`config.mk`:
```
export PLATFORM = sky130hd
export DESIGN_NAME = fu_mul_issue
export DESIGN_NICKNAME = d
export VERILOG_FILES = /design/src/rtl/fu_mul_issue.sv
export SDC_FILE = /design/constraint.sdc
export NUM_CORES = 1
export LEC_CHECK = 0
export BUFFER_PORTS_ARGS = -buffer_cell sky130_fd_sc_hd__buf_2
export CAP_MARGIN = 20
export CORE_UTILIZATION = 49
export DETAILED_ROUTE_END_ITERATION = 10
export GPL_TIMING_DRIVEN = 0
export HOLD_SLACK_MARGIN = 0.1
export PLACE_DENSITY = 0.85
export SETUP_SLACK_MARGIN = 0.05
export SYNTH_ARGS = -nofsm -noshare
export SYNTH_HDL_FRONTEND = slang
export SYNTH_SLANG_ARGS = --single-unit
```
`constraint.sdc`:
```
create_clock -name clk -period 2.87 [get_ports clk]
set_input_delay 0.287 -clock clk [delete_from_list [all_inputs] [get_ports clk]]
set_output_delay 0.287 -clock clk [all_outputs]
set_load 0.005 [all_outputs]
```
`src/rtl/fu_mul_issue.sv`:
```
// rtl/fu_mul_issue.sv - single-slot issue/writeback sequencer for a fixed-latency multiplier
module fu_mul_issue #(
  parameter int LATENCY = 7,
  parameter int TAG_W   = 3
) (
  input  logic             clk,
  input  logic             rst,
  input  logic             issue_valid,
  output logic             issue_ready,
  input  logic [31:0]      issue_a,
  input  logic [31:0]      issue_b,
  input  logic [TAG_W-1:0] issue_tag,
  input  logic             flush,
  output logic             fu_en,
  output logic [31:0]      fu_a,
  output logic [31:0]      fu_b,
  input  logic [31:0]      fu_res,
  output logic             wb_valid,
  output logic [31:0]      wb_data,
  output logic [TAG_W-1:0] wb_tag,
  input  logic             wb_ack,
  output logic             busy
);

  typedef enum logic [2:0] {
    S_IDLE,
    S_DISP,
    S_EXEC,
    S_WB,
    S_DRAIN
  } state_t;

  localparam logic [6:0] LAT = 7'(LATENCY);

  state_t           state_q, state_d;
  logic [6:0]       cnt_q, cnt_d;
  logic [TAG_W-1:0] tag_q;
  logic             accept;
  logic             capture;

  assign issue_ready = (state_q == S_IDLE) & ~flush & ~rst;
  assign accept      = issue_valid & issue_ready;
  assign fu_en       = (state_q == S_DISP);
  assign wb_valid    = (state_q == S_WB);
  assign busy        = (state_q != S_IDLE);
  assign wb_tag      = tag_q;

  always_comb begin
    state_d = state_q;
    cnt_d   = cnt_q;
    capture = 1'b0;
    case (state_q)
      S_IDLE: begin
        if (accept) state_d = S_DISP;
      end
      S_DISP: begin
        cnt_d   = LAT;
        state_d = flush ? S_DRAIN : S_EXEC;
      end
      S_EXEC: begin
        cnt_d = cnt_q - 7'd1;
        // A flush landing on the completion edge simply ends the drain there.
        if (cnt_q == 7'd1) begin
          if (flush) begin
            state_d = S_IDLE;
          end else begin
            state_d = S_WB;
            capture = 1'b1;
          end
        end else if (flush) begin
          state_d = S_DRAIN;
        end
      end
      S_DRAIN: begin
        cnt_d = cnt_q - 7'd1;
        if (cnt_q == 7'd1) state_d = S_IDLE;
      end
      S_WB: begin
        if (wb_ack | flush) state_d = S_IDLE;
      end
      default: begin
        state_d = S_IDLE;
        cnt_d   = 7'd0;
      end
    endcase
  end

  always_ff @(posedge clk) begin
    if (rst) begin
      state_q <= S_IDLE;
      cnt_q   <= 7'd0;
      fu_a    <= 32'd0;
      fu_b    <= 32'd0;
      tag_q   <= '0;
      wb_data <= 32'd0;
    end else begin
      state_q <= state_d;
      cnt_q   <= cnt_d;
      if (accept) begin
        fu_a  <= issue_a;
        fu_b  <= issue_b;
        tag_q <= issue_tag;
      end
      if (capture) wb_data <= fu_res;
    end
  end

endmodule

```
-- Word level (Yosys, flattened, before mapping)
Index checks and enable logic that the tools add are counted.
- reductions and logical operators: 5
- add/subtract/negate cells: 1
- equality and inequality tests: 9
- multiplexer cells: 12
- bitwise gates (word level): 6
- operator list (kind ; number):
    $pmux W7 S3 ; 1
    $mux W3 ; 6
    $pmux W3 S5 ; 1
    $eq A7 B1 Y1 const B ; 1
    $sub A7 B1 Y7 const B ; 1
    $eq A3 B2 Y1 const B ; 2
    $ne A2 B2 Y1 const B ; 2
    $reduce_and A4 Y1 ; 1
    $reduce_or A2 Y1 ; 2
    $and A1 B1 Y1 ; 3
    $eq A3 B1 Y1 const B ; 1
    $eq A3 B3 Y1 const B ; 1
    $logic_not A3 Y1 ; 1
    $mux W1 ; 3
    $ne A3 B3 Y1 const B ; 1
    $reduce_bool A3 Y1 ; 1
    $mux W2 ; 1
    $ne A2 B1 Y1 const B ; 1
    $not A1 Y1 ; 2
    $or A1 B1 Y1 ; 1
- output and inout bits: 103
- flip-flop bits (word level): 109

-- Logic depth before layout (Yosys ltp)
Gate-level depths: netlist of run 1.
- word-level depth: 6
- gate-level depth with buffers: 8
- depth with buffers taken out: 6

-- Worst setup path before layout of run 1
No wires, ideal clock.
- path type: reg-to-reg
- start point: register cnt_q[1]
- end point: register state_q[2]
- arrival time: 1352 ps
- clock period less this slack: 1448 ps
- data required time: 2774 ps
- library setup time: 96 ps
- setup slack: 1422 ps
- stages on the path, launching flop included: 7
- path through: dfxtp_1 -> inv_1 -> ha_1 -> nor4b_1 -> and4_1 -> a21oi_1 -> o41ai_2
- longest elaborated chain between the ends: 3
- elaborated cells on any way between the ends: 6
- ends and longest elaborated chain (element ; line ; text):
    from (decl) ; 36 ; logic [6:0] cnt_q, cnt_d;
    from (signal assigned) ; 98 ; cnt_q <= cnt_d;
    $eq A7 B1 Y1 (*) ; 63, 76 ;
    $mux W3, or another cell as far along ; 63 ; if (cnt_q == 7'd1) begin
    $pmux W3 S5 or $reduce_and A4 Y1 (tied branches) ; n/a ;
    to (signal assigned) ; 97 ; state_q <= state_d;
    to (decl) ; 35 ; state_t state_q, state_d;
Mark *: on every way between the ends. The rest lies on a longest branch, timed or not.
A chain may end at the register's enable or synchronous reset.

-- Worst setup path in the final report of run 1
- start point: register state_q[2]
- end point: output issue_ready
- longest elaborated chain between the ends: 3
- ends and longest elaborated chain (element ; line ; text):
    $logic_not A3 Y1 ; 41 ; assign issue_ready = (state_q == S_IDLE) & ~flush & ~rst;
    $and A1 B1 Y1 (2 in a row) ; 41 ;
    to (decl) ; 9 ; output logic issue_ready,
No other way between the ends.

==> flow_metrics.env, run 1 <==
export IMPL_synth_cell_type_count=40
export IMPL_io_pins=207
export IMPL_required_ps=2580
export IMPL_slew_violations=0
export IMPL_clk_latency_ps=370
export IMPL_met2_usage=0.448
export IMPL_cp_start_kind="register"
export IMPL_syn_inst=515
export IMPL_power_density_mw_per_mm2=505
export IMPL_use_met1=0.274
export IMPL_core_mm2=0.00822
export IMPL_ctsHoldBuffers=0
export IMPL_rows=33
export IMPL_num_antenna_cells=0
export IMPL_ir_worst_vdd_v=0.000277
export IMPL_min_period_ps=1780
export IMPL_path_buf_inv=2
export IMPL_hold_slack_ps=143
export IMPL_crit_start="state_q[2]$_SDFFE_PP0P_"
export IMPL_p_leak_nw=2.49
export IMPL_cts_buffers=9
export IMPL_multi_input_area_mm2=0.00171
export IMPL_synth_ff_type="dfxtp_1"
export IMPL_fp_dieW_um=94.0
export IMPL_setup_tns_ps=0
export IMPL_cp_data_arrival_time_ps=1500
export IMPL_path_max_fanout=10
export IMPL_drc=0
export IMPL_seq_area_mm2=0.00218
export IMPL_yosys_warnings=0
export IMPL_antenna_left=0
export IMPL_first_pass_iters=4
export IMPL_crit_family="simple AND/OR/NAND/NOR gates"
export IMPL_max_clock_freq_mhz=561
export IMPL_syn_area_mm2=0.00414
export IMPL_async_flop_share=0
export IMPL_numPortBuffers=205
export IMPL_die_height_um=94.0
export IMPL_clock_sinks=109
export IMPL_r2r_slack_ps=1110
export IMPL_synth_top_cells_by_area="dfxtp_1 (53%), nand2_1 (18%), a21oi_1 (13%)"
export IMPL_grt_busiest_layer="met2"
export IMPL_grt_pass1_vias=4000
export IMPL_worstSetupEndpoint="issue_ready"
export IMPL_power_mw=2.78
export IMPL_maxSlewHeadroom=0.610
export IMPL_status="finished, final reports clean"
export IMPL_cts_tree="yes"
export IMPL_drive_above_1_share=0.330
export IMPL_post_drt_wl_per_cell_um=13.1
export IMPL_min_path_cells=3
export IMPL_endpoint_kind="primary output"
export IMPL_antenna_found_initial=0
export IMPL_finClkSkew_ps=12.8
export IMPL_hold_path_class="in -> reg"
export IMPL_vias=4262
export IMPL_post_dp_hpwl_mm=8.50
export IMPL_num_fill_cells=699
export IMPL_crit_slowest_cell="or3_1"
export IMPL_critical_path_depth=4
export IMPL_setup_violations=0
export IMPL_area_growth_pct=32.7
export IMPL_globalRouteMet3Util=0.0777
export IMPL_grt_overflow=0
export IMPL_cap_violations=0
export IMPL_cts_max_level=3
export IMPL_synth_top_cell_by_area="dfxtp_1"
export IMPL_postSynthAreaPerCell_um2=8.04
export IMPL_die_area_mm2=0.00883
export IMPL_clkTransAtPathRegs_ps=110
export IMPL_regToRegStartpoint="state_q[0]$_SDFFE_PP0P_"
export IMPL_nets=837
export IMPL_finalCritPeriodShare=0.622
export IMPL_rsz0062_at_grt="false"
export IMPL_post_cts_resized=0
export IMPL_grt_start_max_net_pins=19
export IMPL_regToRegEndpoint="fu_a[17]$_SDFFE_PP0P_"
export IMPL_track_usage=0.250
export IMPL_hold_viol=0
export IMPL_crit_path_cell_trace="buf_4 > or3_1 > nor3_1 > buf_2"
export IMPL_syn_nets=621
export IMPL_r2r_cells=7
export IMPL_crit_path_max_incr_delay_ps=390
export IMPL_synth_edf_count=0
export IMPL_synth_top_area_share=0.527
export IMPL_grt_pass1_wl_mm=17.4
export IMPL_synth_seq_cells=109
export IMPL_routed_wl_mm=11.0
export IMPL_vias_per_cell=5.07
export IMPL_drtIter0Drc=98
export IMPL_ys_seq_area_frac=0.527
export IMPL_cts_root_buf="clkbuf_8"
export IMPL_tightest_slew_ps=585
export IMPL_clockBufferDepth=2
export IMPL_gp_congestion=0.757
export IMPL_post_cts_setup_buffers=0
export IMPL_floorplan_initialDensity=0.504
export IMPL_crit_type="reg -> out"
==> flip-flops by register name, summed over array words and instances (netlist names) <==
| register | count |
|---|---|
| wb_data | 32 |
| state_q | 3 |
| fu_a | 32 |
| fu_b | 32 |
| wb_tag | 3 |
| cnt_q | 7 |
==> cells in the final DEF (no fill, tap or decap), types with 2 or more instances in the layout <==
cell	count
nand2_1	200
nor2b_1	4
dfxtp_1	109
buf_4	2
o311ai_1	2
nor2_1	9
clkbuf_8	9
xor2_1	3
nor4b_1	2
nor3_1	2
ha_1	2
nand3_1	5
buf_6	9
nand3b_1	2
inv_1	4
clkinv_4	2
buf_2	213
and3_1	3
clkbuf_1	18
buf_1	4
clkinvlp_4	2
o21bai_1	2
a21oi_1	106
==> cells in the mapped netlist (2+ instances only) <==
cell type and count:
a21oi_1 106, nand2_1 200, nor3_1 2, buf_2 8, o311ai_1 2, o21bai_1 2, nand3b_1 2, ha_1 2
buf_6 9, and3_1 3, xor2_1 3, dfxtp_1 109, buf_1 4, clkbuf_1 17, nor2_1 9, buf_4 2
nand3_1 5, nor2b_1 4, nor4b_1 2, inv_1 4
==> metrics by stage <==
stage	instances	cell area, um^2	util	setup WS, ps
floorplan	515	4140	-	1420
global placement	825	5300	0.645	1140
detailed placement	825	5300	0.645	1080
CTS	841	5500	0.669	1060
global route	841	5500	0.669	887
finish	841	5500	0.669	1090
==> worst min-delay path, stage by stage <==
cell and delay, ps:
buf_2 90, nand2_1 40, a21oi_1 50
==> per-layer routing <==
layer | wire length, um | share of wire | vias up
li1 | - | - | 2108
met1 | 4430 | 0.40 | 1943
met2 | 5440 | 0.49 | 194
met3 | 961 | 0.087 | 17
met4 | 179 | 0.016 | 0
met5 | 0 | 0 | -
==> layout make-up <==
type,count,area share
Timing Repair Buffer,205,0.187
Inverter,4,0.00273
Tap cell,105,0.0239
Clock inverter,6,0.0130
Multi-Input combinational cell,362,0.311
Clock buffer,10,0.0232
Buffer,40,0.0428
Sequential cell,109,0.397
==> how the worst min path moves through the flow <==
stage                                  start                  endpoint  slack, ps
global placement    wb_data[19]$_SDFFE_PP0P_  wb_data[19]$_SDFFE_PP0P_        430
CTS                               issue_a[1]      fu_a[1]$_SDFFE_PP0P_        130
detailed placement   wb_data[3]$_SDFFE_PP0P_   wb_data[3]$_SDFFE_PP0P_        440
global route                      issue_a[1]      fu_a[1]$_SDFFE_PP0P_        130
floorplan                         issue_a[0]      fu_a[0]$_SDFFE_PP0P_        420
finish                            issue_b[9]      fu_b[9]$_SDFFE_PP0P_        140
==> cell families (layout without fill, tap and decap cells) <==
logic type / after synthesis / in the layout / synth area share
xor+xnor: 4 / 4 / 0.00846
flops: 109 / 109 / 0.527
buf+inv: 44 / 265 / 0.0604
fa+ha+maj: 2 / 2 / 0.00604
mux: 1 / 1 / 0.00242
simple gates: 235 / 235 / 0.235
compound gates: 120 / 120 / 0.161
==> power by group <==
| part | switching, mW | internal [mW] |
|---|---|---|
| logic | 0.146 | 0.128 |
| clock network | 0.515 | 0.410 |
| registers | 0.0240 | 1.55 |
Power figures use the tool's default switching activity.
==> run 2: changes to the inputs <==
--- a/config.mk
+++ b/config.mk
@@ -5,13 +5,14 @@
 export SDC_FILE = /design/constraint.sdc
 export NUM_CORES = 1
 export LEC_CHECK = 0
+export ABC_AREA = 1
 export BUFFER_PORTS_ARGS = -buffer_cell sky130_fd_sc_hd__buf_2
 export CAP_MARGIN = 20
-export CORE_UTILIZATION = 49
+export CORE_UTILIZATION = 45
 export DETAILED_ROUTE_END_ITERATION = 10
 export GPL_TIMING_DRIVEN = 0
 export HOLD_SLACK_MARGIN = 0.1
-export PLACE_DENSITY = 0.85
+export PLACE_DENSITY = 0.79
 export SETUP_SLACK_MARGIN = 0.05
 export SYNTH_ARGS = -nofsm -noshare
 export SYNTH_HDL_FRONTEND = slang
==> constraint.sdc (replaced) <==
create_clock -name clk -period 1.9 [get_ports clk]
set_input_delay 0.19 -clock clk [delete_from_list [all_inputs] [get_ports clk]]
set_output_delay 0.19 -clock clk [all_outputs]
set_load 0.005 [all_outputs]
==> flow_metrics.env, run 2 <==
export IMPL_slew_violations=0
export IMPL_p_int_mw=3.84
export IMPL_post_dp_hpwl_mm=8.60
export IMPL_ys_seq_area_frac=0.538
export IMPL_max_clock_freq_mhz=600
export IMPL_synth_ff_type="dfxtp_1"
export IMPL_status="finished, final reports clean"
export IMPL_path_buf_inv=5
export IMPL_syn_inst=528
export IMPL_p_leak_nw=3.16
export IMPL_synth_top_area_share=0.538
export IMPL_met2_usage=0.512
export IMPL_crit_family="buffers and inverters"
export IMPL_drtIter0Drc=171
export IMPL_grt_pass1_vias=4827
export IMPL_synth_top_cell_by_area="dfxtp_1"
export IMPL_cts_root_buf="clkbuf_8"
export IMPL_die_height_um=97.0
export IMPL_post_cts_setup_buffers=0
export IMPL_synth_most_common_cell="nor2_1"
export IMPL_antenna_found_initial=0
export IMPL_post_drt_wl_per_cell_um=14.2
export IMPL_min_period_ps=1670
export IMPL_grt_pass1_wl_mm=21.7
export IMPL_first_pass_iters=4
export IMPL_setup_ws_ps=234
export IMPL_gp_congestion=0.824
export IMPL_place_ws_ps=288
export IMPL_finalCritPeriodShare=0.877
export IMPL_endpoint_kind="register"
export IMPL_syn_nets=634
export IMPL_layout_commonest_cell="buf_2"
export IMPL_nets=944
export IMPL_drive_above_1_share=0.300
export IMPL_mostFrequentLayoutCells="buf_2 (213), nor2_1 (210), dfxtp_1 (109)"
export IMPL_routed_wl_mm=13.5
export IMPL_grt_start_max_net_pins=20
export IMPL_finClkSkew_ps=12.8
export IMPL_synth_top_cells_by_area="dfxtp_1 (54%), nor2_1 (19%), o21ai_1 (6.7%)"
export IMPL_synth_cell_type_count=26
export IMPL_hold_path_class="in -> reg"
export IMPL_async_flop_share=0
export IMPL_grt_overflow=0
export IMPL_track_usage=0.284
export IMPL_clkTransAtPathRegs_ps=110
export IMPL_numPortBuffers=206
export IMPL_die_area_mm2=0.00940
export IMPL_hold_slack_ps=101
export IMPL_crit_type="reg -> reg"
export IMPL_synth_edf_count=0
export IMPL_num_antenna_cells=0
export IMPL_crit_slowest_cell="dfxtp_1"
export IMPL_area_growth_pct=56.3
export IMPL_floorplan_initialDensity=0.465
export IMPL_switching_share=0.338
export IMPL_rows=34
export IMPL_rsz0062_at_grt="false"
export IMPL_crit_path_max_incr_delay_ps=340
export IMPL_synth_seq_cells=109
export IMPL_cp_data_arrival_time_ps=1940
export IMPL_cts_tree="yes"
export IMPL_clk_latency_ps=350
export IMPL_combPwrFrac=0.300
export IMPL_crit_path_cell_trace="inv_1 > ha_1 > inv_1 > nor2_1 > nand3_2 > inv_2 > nand2_2 > inv_2 > buf_6 > o21ai_1 > nor2_1"
export IMPL_io_pins=207
export IMPL_cap_violations=0
export IMPL_setup_violations=0
export IMPL_p_seq_frac=0.468
export IMPL_cp_start_kind="register"
export IMPL_clkPwrFrac=0.232
export IMPL_path_max_fanout=10
export IMPL_antenna_left=0
export IMPL_grt_busiest_layer="met2"
export IMPL_fp_dieW_um=97.0
export IMPL_use_met1=0.295
export IMPL_power_density_mw_per_mm2=914
export IMPL_core_mm2=0.00872
export IMPL_cts_buffers=9
export IMPL_yosys_warnings=0
export IMPL_postSynthAreaPerCell_um2=7.69
export IMPL_vias_per_cell=4.97
export IMPL_vias=4725
export IMPL_top_regs="fu_a x32, fu_b x32, wb_data x32"
export IMPL_setup_tns_ps=0
export IMPL_tightest_slew_ps=450
export IMPL_ir_worst_vdd_v=0.000519
export IMPL_clock_sinks=109
export IMPL_required_ps=2180
export IMPL_globalRouteMet3Util=0.0715
export IMPL_cts_max_level=3
export IMPL_hold_viol=0
export IMPL_syn_area_mm2=0.00406
export IMPL_maxSlewHeadroom=0.700
export IMPL_clockBufferDepth=2
export IMPL_switchingPower_mw=1.96
export IMPL_drc=0
export IMPL_ys_top_cells_by_count="nor2_1 (210), dfxtp_1 (109), o21ai_1 (54)"
run 2: final timing paths:
kind	start	endpoint	slack [ps]	cells after the start
worst max-delay path	cnt_q[1]$_SDFFE_PP0N_	wb_data[8]$_SDFFE_PP0P_	230	11
worst min-delay path	issue_a[17]	fu_a[17]$_SDFFE_PP0P_	100	3
worst max register to register	cnt_q[1]$_SDFFE_PP0N_	wb_data[8]$_SDFFE_PP0P_	230	11
worst min register to register	fu_b[30]$_SDFFE_PP0P_	fu_b[30]$_SDFFE_PP0P_	490	2
run 2: power groups by stage:
stage	Combinational (mW)	Clock (mW)	Sequential, mW
floorplan	1.01	0	2.76
global placement	1.51	0	2.74
detailed placement	1.56	0	2.76
CTS	1.72	1.36	2.71
global route	1.96	1.46	2.75
finish	1.74	1.34	2.72
run 2: final cells by class:
cell class | instances | area (um^2)
fillers | 604 | 2380
well taps | 108 | 135
inverters | 20 | 75.1
multi-input cells | 368 | 1620
clock buffers | 10 | 128
flip-flops and latches | 109 | 2180
clock inverters | 6 | 58.8
repair buffers | 299 | 1960
plain buffers | 31 | 188
run 2: repair_timing:
item / 4_1_cts / 5_1_grt
hold endpoints to repair: 96 / 0
setup endpoints to repair: 0 / 2
resized for setup: 0 / 4
hold buffers: 93 / 0
run 2: kinds of logic after synthesis:
kind of cell | synth area share
XOR/XNOR | 0.00432
buffers and inverters | 0.0641
AND/OR/NAND/NOR | 0.245
AO/OA/AOI/OAI | 0.142
flip-flops | 0.538
adder cells (fa/ha/maj) | 0.00616
run 2: layer usage:
metal | share of wire | routed length, um
met5 | 0 | 0
met4 | 0.048 | 654
met3 | 0.070 | 940
met2 | 0.50 | 6770
met1 | 0.38 | 5150
run 2: worst min-delay path, cell delays in order:
cell	delay, ps
buf_2	80
o21ai_1	60
nor2_1	90
run 2: through the flow:
stage	instances	instance area (um^2)	utilization	total power [mW]
2_1_floorplan	528	4060	-	3.77
3_3_place_gp	842	5230	0.599	4.26
3_5_place_dp	842	5230	0.599	4.32
4_1_cts	951	6340	0.727	5.79
5_1_grt	951	6340	0.728	6.16
6_report	951	6340	0.728	5.80
==> run 3: changes to the inputs <==
--- a/config.mk
+++ b/config.mk
@@ -8,12 +8,14 @@
 export ABC_AREA = 1
 export BUFFER_PORTS_ARGS = -buffer_cell sky130_fd_sc_hd__buf_2
 export CAP_MARGIN = 20
+export CORE_ASPECT_RATIO = 0.8
 export CORE_UTILIZATION = 45
 export DETAILED_ROUTE_END_ITERATION = 10
 export GPL_TIMING_DRIVEN = 0
 export HOLD_SLACK_MARGIN = 0.1
 export PLACE_DENSITY = 0.79
 export SETUP_SLACK_MARGIN = 0.05
+export SLEW_MARGIN = 30
 export SYNTH_ARGS = -nofsm -noshare
 export SYNTH_HDL_FRONTEND = slang
 export SYNTH_SLANG_ARGS = --single-unit
==> flow_metrics.env, run 3 (synthesis results as in run 2) <==
export IMPL_hold_path_class="in -> reg"
export IMPL_fp_dieW_um=108
export IMPL_finalCritPeriodShare=0.927
export IMPL_grt_pass1_wl_mm=20.0
export IMPL_path_max_fanout=10
export IMPL_r2r_slack_ps=140
export IMPL_p_leak_nw=3.06
export IMPL_die_height_um=86.9
export IMPL_clk_latency_ps=340
export IMPL_nets=909
export IMPL_post_cts_setup_buffers=0
export IMPL_antenna_left=0
export IMPL_max_clock_freq_mhz=568
export IMPL_post_drt_wl_per_cell_um=14.0
export IMPL_multi_input_area_mm2=0.00162
export IMPL_min_period_ps=1760
export IMPL_area_growth_pct=50.4
export IMPL_stdcell_count=920
export IMPL_switching_share=0.306
export IMPL_cts_tree="yes"
export IMPL_rows=30
export IMPL_setup_ws_ps=138
export IMPL_mostFrequentLayoutCells="buf_2 (213), nor2_1 (210), dfxtp_1 (109)"
export IMPL_combPwrFrac=0.269
export IMPL_core_mm2=0.00863
export IMPL_cts_max_level=3
export IMPL_num_antenna_cells=0
export IMPL_p_int_mw=4.34
export IMPL_final_core_util=0.707
export IMPL_critical_path_depth=11
export IMPL_crit_type="reg -> reg"
export IMPL_min_path_cells=3
export IMPL_p_seq_frac=0.434
export IMPL_seq_area_mm2=0.00218
export IMPL_crit_path_max_incr_delay_ps=350
export IMPL_power_mw=6.25
export IMPL_floorplan_initialDensity=0.470
export IMPL_clkTransAtPathRegs_ps=70
export IMPL_clockBufferDepth=2
export IMPL_grt_start_max_net_pins=17
export IMPL_r2r_cells=11
export IMPL_ir_worst_vdd_v=0.000672
export IMPL_numPortBuffers=206
export IMPL_vias_per_cell=4.94
export IMPL_place_ws_ps=249
export IMPL_post_dp_hpwl_mm=8.76
export IMPL_power_density_mw_per_mm2=1020
export IMPL_slew_violations=0
export IMPL_tightest_slew_ps=472
export IMPL_cts_buffers=9
export IMPL_hp_start="issue_a[27]"
export IMPL_drc=0
export IMPL_crit_start="cnt_q[1]$_SDFFE_PP0N_"
export IMPL_cp_data_arrival_time_ps=1980
export IMPL_routed_wl_mm=12.9
export IMPL_rsz0062_at_grt="true"
export IMPL_first_pass_iters=4
export IMPL_cp_start_kind="register"
export IMPL_gp_congestion=0.833
export IMPL_dp_cells=846
export IMPL_layout_commonest_cell="buf_2"
export IMPL_antenna_found_initial=0
export IMPL_drive_above_1_share=0.309
export IMPL_num_fill_cells=680
export IMPL_grt_pass1_vias=4407
export IMPL_cts_root_buf="clkbuf_16"
export IMPL_track_usage=0.273
export IMPL_top_regs="fu_a x32, fu_b x32, wb_data x32"
export IMPL_status="finished, final reports clean"
export IMPL_hold_viol=0
export IMPL_setup_violations=0
export IMPL_clock_sinks=109
export IMPL_vias=4545
export IMPL_required_ps=2120
export IMPL_cap_violations=0
export IMPL_switchingPower_mw=1.91
export IMPL_path_buf_inv=5
export IMPL_crit_family="buffers and inverters"
export IMPL_crit_path_cell_trace="inv_1 > ha_1 > inv_1 > nor2_1 > nand3_2 > inv_2 > nand2_2 > inv_2 > buf_6 > o21ai_0 > nor2_1"
export IMPL_maxSlewHeadroom=0.685
export IMPL_regToRegStartpoint="cnt_q[1]$_SDFFE_PP0N_"
export IMPL_die_area_mm2=0.00941
export IMPL_io_pins=207
export IMPL_clkPwrFrac=0.296
export IMPL_finClkSkew_ps=3.27
export IMPL_crit_slowest_cell="dfxtp_1"
export IMPL_drtIter0Drc=161
export IMPL_hold_slack_ps=107
export IMPL_endpoint_kind="register"
export IMPL_grt_overflow=0
==> run 3: area by class of cell <==
type | instances | area share
buffer | 31 | 0.0303
inverter | 20 | 0.0123
clock buffer | 12 | 0.0404
multi-input combinational | 368 | 0.265
timing repair buffer | 264 | 0.264
sequential | 109 | 0.357
clock inverter | 4 | 0.00779
tap | 112 | 0.0230
==> run 3: metrics by stage <==
| stage | cell area [um^2] | TNS, ps |
|---|---|---|
| detailed placement | 5230 | 0 |
| global placement | 5230 | 0 |
| CTS | 6100 | 0 |
| finish | 6100 | 0 |
| global route | 6100 | -14.7 |
| floorplan | 4060 | 0 |
==> run 3: worst paths after layout <==
path	end
max reg2reg	wb_data[6]$_SDFFE_PP0P_
max	wb_data[6]$_SDFFE_PP0P_
min reg2reg	fu_a[13]$_SDFFE_PP0P_
min	fu_a[27]$_SDFFE_PP0P_
==> run 3: metal layers <==
layer / vias to the layer above / part of all wire / track usage
li1: 2232 / - / -
met1: 2085 / 0.40 / 0.302
met2: 182 / 0.49 / 0.485
met3: 46 / 0.074 / 0.0860
met4: 0 / 0.034 / 0.112
met5: - / 0 / 0
==> run 3: tightest hold or removal path: stages <==
cell and delay, ps:
buf_2 70, o21ai_1 60, nor2_1 80
==> run 3: repair_timing <==
item / 4_1_cts / 5_1_grt
gates resized for setup: 0 / 1
hold endpoints to repair: 59 / 0
endpoints found under the setup margin: 0 / 15
hold buffers: 58 / 0
==> run 3: power groups by stage <==
stage	combinational [mW]	sequential [mW]	clock [mW]
after CTS	1.66	2.71	1.89
final	1.68	2.71	1.85
after detailed placement	1.56	2.76	0
after global placement	1.51	2.74	0
after global routing	1.89	2.74	1.98
after floorplan	1.01	2.76	0
